`src/rtl/uart_tx_fifo.sv`:
```
// UART transmitter fed by a small circular FIFO; queued words go out back-to-back.
// Frame: start, DATA_BITS data LSB first, optional parity, STOP_BITS stop bits.
module uart_tx_fifo #(
    parameter int CLOCK_SPEED = 50_000_000,
    parameter int BAUD_RATE   = 115_200,
    parameter int DATA_BITS   = 8,
    parameter int PARITY      = 0,
    parameter int STOP_BITS   = 1,
    parameter int FIFO_DEPTH  = 4
) (
    input  logic                          clk,
    input  logic                          rst,
    input  logic                          wr_valid,
    input  logic [DATA_BITS-1:0]          wr_data,
    output logic                          wr_ready,
    output logic                          tx,
    output logic                          busy,
    output logic                          tx_done,
    output logic [$clog2(FIFO_DEPTH):0]   fifo_count
);

    localparam int BAUD_WIDTH = CLOCK_SPEED / BAUD_RATE;
    localparam int BCW        = (BAUD_WIDTH > 1) ? $clog2(BAUD_WIDTH) : 1;
    localparam int AW         = $clog2(FIFO_DEPTH);
    localparam int CW         = AW + 1;
    localparam int IW         = 4;

    localparam logic [BCW-1:0] BAUD_LAST  = BCW'(BAUD_WIDTH - 1);
    localparam logic [IW-1:0]  DATA_LAST  = IW'(DATA_BITS - 1);
    localparam logic [IW-1:0]  STOP_LAST  = IW'(STOP_BITS - 1);
    localparam logic [CW-1:0]  FULL_COUNT = CW'(FIFO_DEPTH);
    localparam logic           PARITY_ODD = (PARITY == 2);

    typedef enum logic [2:0] {
        ST_IDLE   = 3'd0,
        ST_START  = 3'd1,
        ST_DATA   = 3'd2,
        ST_PARITY = 3'd3,
        ST_STOP   = 3'd4
    } state_t;

    function automatic logic calc_parity(input logic [DATA_BITS-1:0] data, input logic odd);
        return (^data) ^ odd;
    endfunction

    state_t                 state_r;
    state_t                 state_next_s;
    logic [BCW-1:0]         baud_cnt_r;
    logic [BCW-1:0]         baud_cnt_next_s;
    logic [IW-1:0]          bit_idx_r;
    logic [IW-1:0]          bit_idx_next_s;
    logic [DATA_BITS-1:0]   shift_r;
    logic [DATA_BITS-1:0]   shift_next_s;
    logic                   parity_r;
    logic                   parity_next_s;
    logic                   tx_r;
    logic                   tx_next_s;
    logic                   tx_done_r;
    logic [DATA_BITS-1:0]   mem_r [FIFO_DEPTH];
    logic [AW-1:0]          wr_ptr_r;
    logic [AW-1:0]          rd_ptr_r;
    logic [CW-1:0]          count_r;
    logic                   push_s;
    logic                   pop_s;
    logic                   bit_end_s;
    logic                   stop_end_s;
    logic                   fifo_nempty_s;
    logic [DATA_BITS-1:0]   head_s;

    assign wr_ready   = (count_r != FULL_COUNT);
    assign push_s     = wr_valid && wr_ready;
    assign tx         = tx_r;
    assign tx_done    = tx_done_r;
    assign busy       = (state_r != ST_IDLE);
    assign fifo_count = count_r;

    // Bit-boundary and FIFO status decode shared by the FSM and datapath
    always_comb begin
        bit_end_s     = (baud_cnt_r == BAUD_LAST);
        stop_end_s    = (state_r == ST_STOP) && bit_end_s && (bit_idx_r == STOP_LAST);
        fifo_nempty_s = (count_r != {CW{1'b0}});
        head_s        = mem_r[rd_ptr_r];
    end

    // FSM state register
    always_ff @(posedge clk or negedge rst) begin
        if (!rst) begin
            state_r <= ST_IDLE;
        end else begin
            state_r <= state_next_s;
        end
    end

    // FSM next-state logic
    always_comb begin
        state_next_s = state_r;
        case (state_r)
            ST_IDLE: begin
                if (fifo_nempty_s) state_next_s = ST_START;
                else               state_next_s = ST_IDLE;
            end
            ST_START: begin
                if (bit_end_s) state_next_s = ST_DATA;
                else           state_next_s = ST_START;
            end
            ST_DATA: begin
                if (bit_end_s && (bit_idx_r == DATA_LAST)) begin
                    state_next_s = (PARITY != 0) ? ST_PARITY : ST_STOP;
                end else begin
                    state_next_s = ST_DATA;
                end
            end
            ST_PARITY: begin
                if (bit_end_s) state_next_s = ST_STOP;
                else           state_next_s = ST_PARITY;
            end
            ST_STOP: begin
                if (stop_end_s) state_next_s = fifo_nempty_s ? ST_START : ST_IDLE;
                else            state_next_s = ST_STOP;
            end
            default: state_next_s = ST_IDLE;
        endcase
    end

    // FSM outputs: next values for counters, shifter and the registered line
    always_comb begin
        pop_s           = (state_next_s == ST_START) &&
                          ((state_r == ST_IDLE) || (state_r == ST_STOP));
        baud_cnt_next_s = baud_cnt_r;
        bit_idx_next_s  = bit_idx_r;
        shift_next_s    = shift_r;
        parity_next_s   = parity_r;
        tx_next_s       = 1'b1;

        if ((state_r == ST_IDLE) || bit_end_s) baud_cnt_next_s = {BCW{1'b0}};
        else                                   baud_cnt_next_s = baud_cnt_r + BCW'(1'b1);

        // Index counts data bits in DATA and stop bits in STOP; it restarts on any state change
        if (state_next_s != state_r) begin
            bit_idx_next_s = {IW{1'b0}};
        end else if (bit_end_s && ((state_r == ST_DATA) || (state_r == ST_STOP))) begin
            bit_idx_next_s = bit_idx_r + IW'(1'b1);
        end else begin
            bit_idx_next_s = bit_idx_r;
        end

        if (pop_s) begin
            shift_next_s  = head_s;
            parity_next_s = calc_parity(head_s, PARITY_ODD);
        end else if ((state_r == ST_DATA) && bit_end_s && (state_next_s == ST_DATA)) begin
            shift_next_s  = shift_r >> 1;
            parity_next_s = parity_r;
        end else begin
            shift_next_s  = shift_r;
            parity_next_s = parity_r;
        end

        case (state_next_s)
            ST_IDLE:   tx_next_s = 1'b1;
            ST_START:  tx_next_s = 1'b0;
            ST_DATA:   tx_next_s = shift_next_s[0];
            ST_PARITY: tx_next_s = parity_r;
            ST_STOP:   tx_next_s = 1'b1;
            default:   tx_next_s = 1'b1;
        endcase
    end

    // Transmit datapath registers
    always_ff @(posedge clk or negedge rst) begin
        if (!rst) begin
            baud_cnt_r <= {BCW{1'b0}};
            bit_idx_r  <= {IW{1'b0}};
            shift_r    <= {DATA_BITS{1'b0}};
            parity_r   <= 1'b0;
            tx_r       <= 1'b1;
            tx_done_r  <= 1'b0;
        end else begin
            baud_cnt_r <= baud_cnt_next_s;
            bit_idx_r  <= bit_idx_next_s;
            shift_r    <= shift_next_s;
            parity_r   <= parity_next_s;
            tx_r       <= tx_next_s;
            tx_done_r  <= stop_end_s;
        end
    end

    // FIFO storage
    always_ff @(posedge clk or negedge rst) begin
        if (!rst) begin
            for (int i = 0; i < FIFO_DEPTH; i++) mem_r[i] <= {DATA_BITS{1'b0}};
        end else if (push_s) begin
            mem_r[wr_ptr_r] <= wr_data;
        end else begin
            mem_r[wr_ptr_r] <= mem_r[wr_ptr_r];
        end
    end

    // FIFO pointers and occupancy
    always_ff @(posedge clk or negedge rst) begin
        if (!rst) begin
            wr_ptr_r <= {AW{1'b0}};
            rd_ptr_r <= {AW{1'b0}};
            count_r  <= {CW{1'b0}};
        end else begin
            if (push_s) wr_ptr_r <= wr_ptr_r + AW'(1'b1);
            if (pop_s)  rd_ptr_r <= rd_ptr_r + AW'(1'b1);
            case ({push_s, pop_s})
                2'b10:   count_r <= count_r + CW'(1'b1);
                2'b01:   count_r <= count_r - CW'(1'b1);
                default: count_r <= count_r;
            endcase
        end
    end

endmodule

```
`config.mk`:
```
export PLATFORM = sky130hd
export DESIGN_NAME = uart_tx_fifo
export DESIGN_NICKNAME = d
export VERILOG_FILES = /design/src/rtl/uart_tx_fifo.sv
export SDC_FILE = /design/constraint.sdc
export NUM_CORES = 1
export LEC_CHECK = 0
export CAP_MARGIN = 5
export CELL_PAD_IN_SITES_DETAIL_PLACEMENT = 1
export CELL_PAD_IN_SITES_GLOBAL_PLACEMENT = 2
export CORE_MARGIN = 2
export CORE_UTILIZATION = 38
export DETAILED_ROUTE_END_ITERATION = 10
export DONT_BUFFER_PORTS = 1
export PLACE_DENSITY = 0.74
export SLEW_MARGIN = 20
export SYNTH_ARGS = -nofsm -noshare
export SYNTH_HDL_FRONTEND = slang
export SYNTH_SLANG_ARGS = --single-unit
```
`constraint.sdc`:
```
create_clock -name clk -period 2.95 [get_ports clk]
set_input_delay 0.59 -clock clk [delete_from_list [all_inputs] [get_ports clk]]
set_output_delay 0.59 -clock clk [all_outputs]
set_load 0.02 [all_outputs]
```
Word-level counts from Yosys, hierarchy flattened
Index checks and enable logic that the tools add are counted.

Magnitude comparators: 3. $add $sub $neg: 6. Multipliers: 0. Divide/modulo/power cells: 0. Shift operators: 0. Bitwise gates (word level): 2. Equality and inequality tests: 13. Reductions and logical operators: 20. Muxes and demuxes: 24.

Operator list (count): $bwmux W32 (2); $mux W8 (7); $bmux W8 S2 (2); $mux W32 (1); $demux W8 S2 (1); $pmux W3 S5 (1); $eq A3 B2 Y1 const B (4); $add A9 B1 Y9 const B (1); $eq A9 B9 Y1 const B (1); $logic_and A1 B1 Y1 (9); $mux W3 (3); $mux W9 (1); $mux W4 (2); $reduce_xor A8 Y1 (1); $eq A3 B1 Y1 const B (2); $ge A3 B3 Y1 const B (2); $not A2 Y3 (2); $pmux W3 S2 (1); $reduce_bool A2 Y1 (3); $reduce_bool A3 Y1 (2); $add A2 B1 Y2 const B (2); $add A4 B1 Y4 const B (1); $eq A4 B3 Y1 const B (1); $logic_not A4 Y1 (1); other kinds (13) (15).

Bits in writable memories: 0. Memories: 0. Latch bits: 0. Word-level logic and storage cells: 83. Memory bits (read-only): 0. Bits in registers: 66.

Depth between registers and ports, before layout
Gate-level depths: netlist (run 1).

Depth after elaboration: 10. Gate-level depth with buffers: 14. Mapped depth without buffers: 11.

Worst setup path before layout (run 1)
No wires, ideal clock.

Path type: register to register. Start point: reg baud_cnt_r[1]. End point: reg count_r[2], in the netlist fifo_count[2]. Arrival: 2788 ps. Path slack: 82 ps. Cell stages (with the launch flop): 15. Cell sequence: dfrtp_1 > inv_1 > ha_1 > and4b_1 > buf_2 > nand4_2 > a2111oi_4 > buf_4 > buf_4 > ha_1 > inv_1 > fa_1 > xor2_1 > nor2_1 > xor2_1.

Word-level cells in the longest chain between the ends: 9.

RTL lines: start: declaration (RTL line 48) `logic [BCW-1:0] baud_cnt_r;`; start signal: assignment (RTL line 171) `baud_cnt_r <= {BCW{1'b0}};`; start signal: assignment (RTL line 178) `baud_cnt_r <= baud_cnt_next_s;`; $eq A9 B9 Y1 * (RTL line 79) `bit_end_s = (baud_cnt_r == BAUD_LAST);`; $logic_and A1 B1 Y1 (2 in a row) (RTL line 80) `stop_end_s = (state_r == ST_STOP) && bit_end_s && (bit_idx_r == STOP_LAST);`; $mux W3 (RTL line 118) `if (stop_end_s) state_next_s = fifo_nempty_s ? ST_START : ST_IDLE;`; $pmux W3 S5 * (RTL line 97) `case (state_r)`; $eq A3 B1 Y1 * (RTL line 127) `pop_s = (state_next_s == ST_START) &&`; $logic_and A1 B1 Y1 * (RTL line 127); $eq A2 B1 Y1 or $eq A2 B2 Y1 (tied branches) (RTL line 207) `case ({push_s, pop_s})`; $pmux W3 S2 or $reduce_bool A2 Y1 (tied branches); end signal: assignment (RTL line 208) `2'b10: count_r <= count_r + CW'(1'b1);`; end signal: assignment (RTL line 209) `2'b01: count_r <= count_r - CW'(1'b1);`; end signal: assignment (RTL line 210) `default: count_r <= count_r;`; end: declaration (RTL line 62) `logic [CW-1:0] count_r;`.

Mark *: on every way between the ends. The rest lies on a longest branch, timed or not. A chain may end at the register's enable or synchronous reset.

Worst setup path in the final report (run 1)
Ends and elaborated chain as after synthesis.

==> out/qor.txt, run 1 <==
CTS Hold Buffers Added = 1
nets = 323
worst r2r src = baud_cnt_r[1]$_DFF_PN0_
Yosys cell types = 42
most common library cells after synthesis = dfrtp_1 (65), nor2_1 (53), a21oi_1 (35)
status = complete, no violations
clock sink count = 66
layout cells sized above 1 = 0.137
via count = 2209
GRT Resource Usage Total = 0.167
worst slew pin tran = 0.709 ns
R2R depth = 11
setup violators final = 0
IO Port Bufs = 0
Fin Setup TNS = 0 ns
Post-route DRC = 0
R2R Path End = fifo_count[2]$_DFFE_PN0P_
Antenna Cells = 0
Initial Util = 0.391
CP Data Required Time = 3.21 ns
die area = 0.00974 mm^2
global-route wire length before repair = 12700 um
slowest CP cell = dfrtp_1
largest net degree at the start of global routing = 66
clk buf depth = 2
die width = 98.7 um
cell with the most instances after synthesis = dfrtp_1
Post-synth top flop = dfrtp_1
synthesis warning total = 0
final hold vios = 0
initial antenna violation count = 0
root buf cell = clkbuf_8
EDFF count, synth = 0
Hold Crit Class = in -> async
Slew Viols, Final = 0
Area Overhead vs Synth = 8.55%
slowest stage delay, CP = 0.41 ns
number of global-route vias before repair = 2458
crit path to = fifo_count[2]$_DFFE_PN0P_
clock slew at reported path FFs = 0.07 ns
GPL Wtd Cong = 0.761
cells after synthesis = 308
Starting DRT DRC Count = 66
Synth Area per Inst = 11.1 um^2
total grt overflow = 0
worst clock skew = 0.0120 ns
area leader, netlist = dfrtp_1
slew margin rel. = 0.527
CTS H-tree lvls = 3
drt first pass iters = 6
cell area after synthesis = 0.00341 mm^2
RSZ-0062 raised after global routing = no
CP endpoint kind = flop
Synth top area share = 0.477
max_cap viols = 0
Final Critical Period = 2.76 ns
Finished Layout Cells = 415
Post-CTS Setup Bufs = 0
share of the yosys chip area belonging to registers = 0.485
Die Ht = 98.7 um
synthesized netlist net count = 329
final period utilization = 0.934
row count = 34
pwr/cell area = 886 mW/mm^2
Async S/R FF share, synth = 1.00
VDD IR max = 0.376 mV
Data arrival, critical path = 3.01 ns
Startpoint Class = flop
drt wl/cell = 17.7 um
post_cts resized = 0
antenna-violating nets left = 0
dpl hpwl = 4910 um
CTS tree = built
Post-Route WL = 7330 um
synth top area cells = dfrtp_1 (48%), mux4_2 (11%), nor2_1 (5.8%)
WS Path Type = reg -> reg
Core Area = 0.00872 mm^2
Synth Register Bits = 66
# IOs = 18
DP Cell Count = 398
crit-path cells = inv_1 -> ha_1 -> and4b_1 -> nand4_2 -> a2111oi_4 -> ha_1 -> inv_1 -> fa_1 -> xor2_1 -> nor2_1 -> xor2_1
reg2reg setup slack = 0.19 ns
post-DR vias/cell = 5.32
crit path from = baud_cnt_r[1]$_DFF_PN0_
CP max FO = 7
Num CTS Buffers = 9
leakage = 1.52 nW
FMAX = 363 MHz
Skew-Pair Late Insertion Delay = 0.35 ns
[metal layers]
| metal | wire length (um) | global-route usage | vias up |
|---|---|---|---|
| li1 | - | - | 1053 |
| met1 | 3440 | 0.213 | 1123 |
| met2 | 3590 | 0.279 | 24 |
| met3 | 227 | 0.0418 | 9 |
| met4 | 77 | 0.0537 | 0 |
| met5 | 0 | 0 | - |
[cells in the final DEF (no fill, tap or decap), drive strengths merged, types with 3 or more instances in the layout]
cell type	count
dfrtp	65
nand4	3
mux2i	16
mux4	16
nor2	53
ha	9
xor2	8
buf	4
mux2	3
a21oi	35
nand2	15
clkbuf	12
xnor2	16
nand3	5
inv	11
o21ai	7
[critical path: cells and delay by family, from the launching register on]
kind	cells	cell delay, ns
adder cells (fa/ha/maj)	3	0.75
AND/OR/NAND/NOR	3	0.65
flip-flops	1	0.41
AO/OA/AOI/OAI	1	0.41
XOR/XNOR	2	0.32
buffers and inverters	2	0.13
[power breakdown]
group | switching, mW | leakage, nW | total (mW) | internal, mW
combinational | 0.556 | 0.694 | 1.09 | 0.535
sequential | 0.270 | 0.730 | 1.40 | 1.13
clock | 0.355 | 0.0986 | 0.790 | 0.436
total | 1.18 | 1.52 | 3.28 | 2.10
[cell type report]
type | count | area [um^2]
clock buffer | 12 | 155
clock inverter | 4 | 50.0
fill | 938 | 5020
inverter | 11 | 41.3
multi-input combinational | 210 | 1620
sequential | 66 | 1650
tap | 108 | 135
timing repair buffer | 4 | 50.0
[worst min path at each step]
stage                                to  start
6_report                   tx$_DFF_PN1_    rst
5_1_grt                    tx$_DFF_PN1_    rst
4_1_cts                    tx$_DFF_PN1_    rst
3_5_place_dp   bit_idx_r[0]$_DFFE_PN0P_    rst
3_3_place_gp   bit_idx_r[0]$_DFFE_PN0P_    rst
2_1_floorplan   baud_cnt_r[0]$_DFF_PN0_    rst
[cell families after synthesis]
family,Yosys count,synth area share
xor+xnor,24,0.0617
fa+ha+maj,10,0.0389
mux,35,0.164
flops,66,0.485
simple gates,91,0.123
compound gates,50,0.0870
buf+inv,32,0.0411
[per-stage QoR]
stage | util | instance area [um^2] | hold slack [ns] | power [mW] | setup WS [ns]
2_1_floorplan | - | 3410 | 0.294 | 2.24 | 0.0820
6_report | 0.424 | 3700 | 0.0901 | 3.28 | 0.194
3_3_place_gp | 0.398 | 3470 | 0.296 | 2.46 | 0.323
3_5_place_dp | 0.398 | 3470 | 0.296 | 2.51 | 0.194
5_1_grt | 0.424 | 3700 | 0.0670 | 3.53 | 0.00992
4_1_cts | 0.424 | 3700 | 0.0714 | 3.34 | 0.170
[flip-flops by register name (all words and copies together), names as in the netlist]
name	flops
bit_idx_r	4
fifo_count	3
parity_r	1
tx_done	1
mem_r	32
baud_cnt_r	9
shift_r	8
state_r	3
rd_ptr_r	2
wr_ptr_r	2
tx	1
No activity file was read; power rests on OpenSTA's default activity.
==> run 2, diff against run 1 <==
--- a/config.mk
+++ b/config.mk
@@ -8,11 +8,12 @@
 export CAP_MARGIN = 5
 export CELL_PAD_IN_SITES_DETAIL_PLACEMENT = 1
 export CELL_PAD_IN_SITES_GLOBAL_PLACEMENT = 2
-export CORE_MARGIN = 2
 export CORE_UTILIZATION = 38
 export DETAILED_ROUTE_END_ITERATION = 10
 export DONT_BUFFER_PORTS = 1
 export PLACE_DENSITY = 0.74
+export REMOVE_ABC_BUFFERS = 1
+export SKIP_CTS_REPAIR_TIMING = 1
 export SLEW_MARGIN = 20
 export SYNTH_ARGS = -nofsm -noshare
 export SYNTH_HDL_FRONTEND = slang
==> run 2 against run 1 <==
- final cell count increased by 0.24%
- clock power decreased by 2%
- sequential share of layout area is essentially flat
- total power down 0.31%
- utilization about the same
==> out/qor.txt, run 2 (same netlist as run 1, synthesis figures left out) <==
Post-Route WL = 7120 um
Largest register FFs = 32
drt wl/cell = 17.1 um
worst r2r src = baud_cnt_r[1]$_DFF_PN0_
Data arrival, critical path = 2.91 ns
leakage = 1.53 nW
worst clock skew = 0.0140 ns
Num CTS Buffers = 9
largest reg by FF count = mem_r
Area Overhead vs Synth = 8.66%
FF+latch area = 0.00165 mm^2
clock sink count = 66
Clk network pwr share = 0.238
Comb power frac = 0.337
Hold Crit Class = in -> async
FMAX = 378 MHz
root buf cell = clkbuf_8
GRT Resource Usage Total = 0.173
WS Path Type = reg -> reg
max_cap viols = 0
R2R Path End = fifo_count[2]$_DFFE_PN0P_
R2R depth = 11
Starting DRT DRC Count = 120
reg2reg setup slack = 0.30 ns
clock slew at reported path FFs = 0.07 ns
worst slew pin tran = 0.683 ns
post-DR vias/cell = 5.30
Skew-Pair Late Insertion Delay = 0.34 ns
total grt overflow = 0
Post-route DRC = 0
final core occ = 0.425
VDD IR max = 0.451 mV
Final Critical Period = 2.65 ns
post-placement cell area = 0.00347 mm^2
CP top delay family = adder cells
clk buf depth = 2
IO Port Bufs = 0
pwr/cell area = 883 mW/mm^2
CTS H-tree lvls = 3
total power = 3.27 mW
drt first pass iters = 4
number of global-route vias before repair = 2446
Antenna Cells = 0
dpl hpwl = 4750 um
status = complete, no violations
nets = 324
initial antenna violation count = 0
crit-path cells = inv_1 -> ha_1 -> and4b_1 -> nand4_2 -> a2111oi_4 -> ha_1 -> inv_1 -> fa_1 -> xor2_1 -> nor2_1 -> xor2_1
die area = 0.00935 mm^2
area occupied by multi-input gates = 0.00162 mm^2
antenna-violating nets left = 0
final hold vios = 0
CP endpoint kind = flop
Core Area = 0.00872 mm^2
Die Ht = 96.7 um
Initial Util = 0.391
slew margin rel. = 0.545
GPL Wtd Cong = 0.722
commonest non-fill, non-tap cell in the layout = dfrtp_1
Net Sw Frac = 0.369
via count = 2204
Finished Cell Area = 0.00370 mm^2
RSZ-0062 raised after global routing = no
# IOs = 18
row count = 34
highest-count cells in the layout ignoring fill and taps = dfrtp_1 (65), nor2_1 (53), a21oi_1 (35)
CTS tree = built
largest net degree at the start of global routing = 67
switching pwr = 1.21 mW
CP max FO = 4
global-route wire length before repair = 12500 um
slowest stage delay, CP = 0.43 ns
Layout fillers = 942
layout cells sized above 1 = 0.143
largest registers = mem_r (32), baud_cnt_r (9), shift_r (8)
Slew Viols, Final = 0
sequential share of power = 0.426
CP bufs+invs = 2
internal power component = 2.06 mW
final period utilization = 0.897
slowest CP cell = a2111oi_4
Startpoint Class = flop
setup violators final = 0
CP Data Required Time = 3.21 ns
die width = 96.7 um
[run 2: cell types whose count changed in the layout (fill, tap and decap cells not counted), sizes merged]
cell	delta
clkbuf	-3
buf	+1
inv	+2
clkinvlp	-1
clkinv	+2
[run 2: stage by stage]
| stage | cells | setup slack (ns) | hold slack, ns | TNS, ns |
|---|---|---|---|---|
| after CTS | 415 | 0.265 | -0.0894 | 0 |
| after global routing | 416 | 0.0827 | 0.0630 | 0 |
| after global placement | 399 | 0.391 | 0.296 | 0 |
| after floorplan | 287 | -0.0942 | 0.294 | -0.0942 |
| after detailed placement | 399 | 0.293 | 0.296 | 0 |
| final | 416 | 0.305 | 0.0932 | 0 |
[run 2: cell type report]
type | count | share of cell area
well taps | 108 | 0.0365
clock buffers | 9 | 0.0334
flip-flops and latches | 66 | 0.446
clock inverters | 7 | 0.0209
multi-input cells | 210 | 0.436
repair buffers | 5 | 0.0155
inverters | 11 | 0.0111
[run 2: worst max path at each step]
stage                                        from                   endpoint  slack, ns  cells past startpoint
after floorplan           baud_cnt_r[1]$_DFF_PN0_  fifo_count[2]$_DFFE_PN0P_      -0.09                     11
after global placement    baud_cnt_r[1]$_DFF_PN0_  fifo_count[2]$_DFFE_PN0P_       0.39                     11
after detailed placement  baud_cnt_r[1]$_DFF_PN0_  fifo_count[2]$_DFFE_PN0P_       0.29                     11
after CTS                 baud_cnt_r[1]$_DFF_PN0_  fifo_count[2]$_DFFE_PN0P_       0.26                     11
after global routing      baud_cnt_r[1]$_DFF_PN0_  fifo_count[2]$_DFFE_PN0P_       0.08                     11
final                     baud_cnt_r[1]$_DFF_PN0_  fifo_count[2]$_DFFE_PN0P_       0.30                     11
[run 2: worst reg2reg max path, stage by stage, from the launching register on]
cell and delay, ns:
dfrtp_1 0.41, inv_1 0.06, ha_1 0.12, and4b_1 0.26, nand4_2 0.20, a2111oi_4 0.43, ha_1 0.24, inv_1 0.06
fa_1 0.37, xor2_1 0.15, nor2_1 0.12, xor2_1 0.15
[run 2: routing by layer]
| layer | global-route usage | wire length [um] | share of wire |
|---|---|---|---|
| met1 | 0.220 | 3180 | 0.45 |
| met2 | 0.282 | 3580 | 0.50 |
| met3 | 0.0527 | 228 | 0.032 |
| met4 | 0.0551 | 128 | 0.018 |
| met5 | 0 | 0 | 0 |
[run 2: power groups by stage]
stage | combinational (mW) | sequential (mW) | clock [mW]
CTS | 1.10 | 1.40 | 0.811
finish | 1.10 | 1.39 | 0.778
global route | 1.23 | 1.44 | 0.847
detailed placement | 1.09 | 1.42 | 0
floorplan | 0.879 | 1.33 | 0
global placement | 1.05 | 1.40 | 0
==> run 3, diff against run 2 <==
==> constraint.sdc (replaced) <==
create_clock -name clk -period 2.95 [get_ports clk]
set_input_delay 0.7375 -clock clk [delete_from_list [all_inputs] [get_ports clk]]
set_output_delay 0.7375 -clock clk [all_outputs]
set_load 0.02 [all_outputs]
==> run 3 against run 2 <==
- die area unchanged
- setup slack better by 0.0052 ns
- worst hold slack worse by 0.013 ns
- register-to-register slack about the same
- maximum frequency up 0.20%
- final area down 0.74%
- final cell count down 0.24%
- utilization down 0.32 points
- global-route usage unchanged
- non-clock buffer count down 1
- wire length down 0.20%
==> out/qor.txt, run 3 (same netlist as run 1, synthesis figures left out) <==
CP top delay family = adder cells
drt first pass iters = 4
fin worst setup slack = 0.310 ns
root buf cell = clkbuf_8
FMAX = 379 MHz
largest reg by FF count = mem_r
status = complete, no violations
crit-path cells = inv_1 -> ha_1 -> and4b_1 -> nand4_2 -> a2111oi_4 -> ha_1 -> inv_1 -> fa_1 -> xor2_1 -> nor2_1 -> xor2_1
Core Area = 0.00872 mm^2
slew margin rel. = 0.538
# IOs = 18
Finished Cell Area = 0.00368 mm^2
leakage = 1.52 nW
Starting DRT DRC Count = 88
GRT Resource Usage Total = 0.173
highest-count cells in the layout ignoring fill and taps = dfrtp_1 (65), nor2_1 (53), a21oi_1 (35)
Largest register FFs = 32
nets = 323
clock sink count = 66
CTS H-tree lvls = 3
row count = 34
clock slew at reported path FFs = 0.08 ns
dpl hpwl = 4750 um
CP max FO = 4
Antenna Cells = 0
Hold Crit Class = in -> async
Initial Util = 0.391
max_cap viols = 0
largest net degree at the start of global routing = 67
Post-route DRC = 0
CP bufs+invs = 2
CTS tree = built
total power = 3.25 mW
clk buf depth = 2
antenna-violating nets left = 0
layout cells sized above 1 = 0.140
Slew Viols, Final = 0
largest registers = mem_r (32), baud_cnt_r (9), shift_r (8)
CP endpoint kind = flop
RSZ-0062 raised after global routing = no
Post-Route WL = 7110 um
hold_ws = 0.0803 ns
worst clock skew = 0.0131 ns
CP Data Required Time = 3.21 ns
pwr/cell area = 884 mW/mm^2
IO Port Bufs = 0
VDD IR max = 0.451 mV
Startpoint Class = flop
post-placement worst setup slack = 0.293 ns
global-route wire length before repair = 12500 um
slowest stage delay, CP = 0.43 ns
Data arrival, critical path = 2.90 ns
die width = 96.7 um
GPL Wtd Cong = 0.722
DP Cell Count = 399
number of global-route vias before repair = 2446
worst slew pin tran = 0.693 ns
final core occ = 0.422
post-placement cell area = 0.00347 mm^2
via count = 2200
drt wl/cell = 17.1 um
initial antenna violation count = 0
setup violators final = 0
final hold vios = 0
Skew-Pair Late Insertion Delay = 0.34 ns
Area Overhead vs Synth = 7.86%
WS Path Type = reg -> reg
Num CTS Buffers = 9
final period utilization = 0.895
Die Ht = 96.7 um
die area = 0.00935 mm^2
post-DR vias/cell = 5.30
Fin Setup TNS = 0 ns
total grt overflow = 0
Final Critical Period = 2.64 ns
slowest CP cell = a2111oi_4
Finished Layout Cells = 415
commonest non-fill, non-tap cell in the layout = dfrtp_1
==> run 3: cell count changes in the layout (fill, tap and decap cells not counted), sizes merged <==
cell / previous run / this run
buf: 5 / 4
==> run 3: power by group <==
part           internal [mW]  leakage (nW)  switching (mW)
registers               1.13         0.730           0.263
clock network          0.397         0.100           0.379
logic                  0.532         0.687           0.549
==> run 3: path summary, 6_finish.rpt <==
path	start	end	slack, ns	depth (start not counted)
max reg2reg	baud_cnt_r[1]$_DFF_PN0_	fifo_count[2]$_DFFE_PN0P_	0.31	11
min reg2reg	baud_cnt_r[0]$_DFF_PN0_	baud_cnt_r[0]$_DFF_PN0_	0.52	1
min in group clk	baud_cnt_r[0]$_DFF_PN0_	baud_cnt_r[0]$_DFF_PN0_	0.52	1
min	rst	bit_idx_r[2]$_DFFE_PN0P_	0.08	0
max	baud_cnt_r[1]$_DFF_PN0_	fifo_count[2]$_DFFE_PN0P_	0.31	11
max in group asynchronous	rst	tx$_DFF_PN1_	2.66	0
==> run 3: final cells by class <==
class	count	area [um^2]
multi-input cells	210	1620
fillers	944	5040
clock buffers	9	124
clock inverters	7	77.6
inverters	11	41.3
well taps	108	135
flip-flops and latches	66	1650
repair buffers	4	30.0
==> run 3: per-layer routing <==
layer,GRT usage,routed length (um),vias to the layer above
met5,0,0,-
met2,0.282,3560,29
met3,0.0527,227,10
li1,-,-,1054
met4,0.0551,128,0
met1,0.220,3190,1107
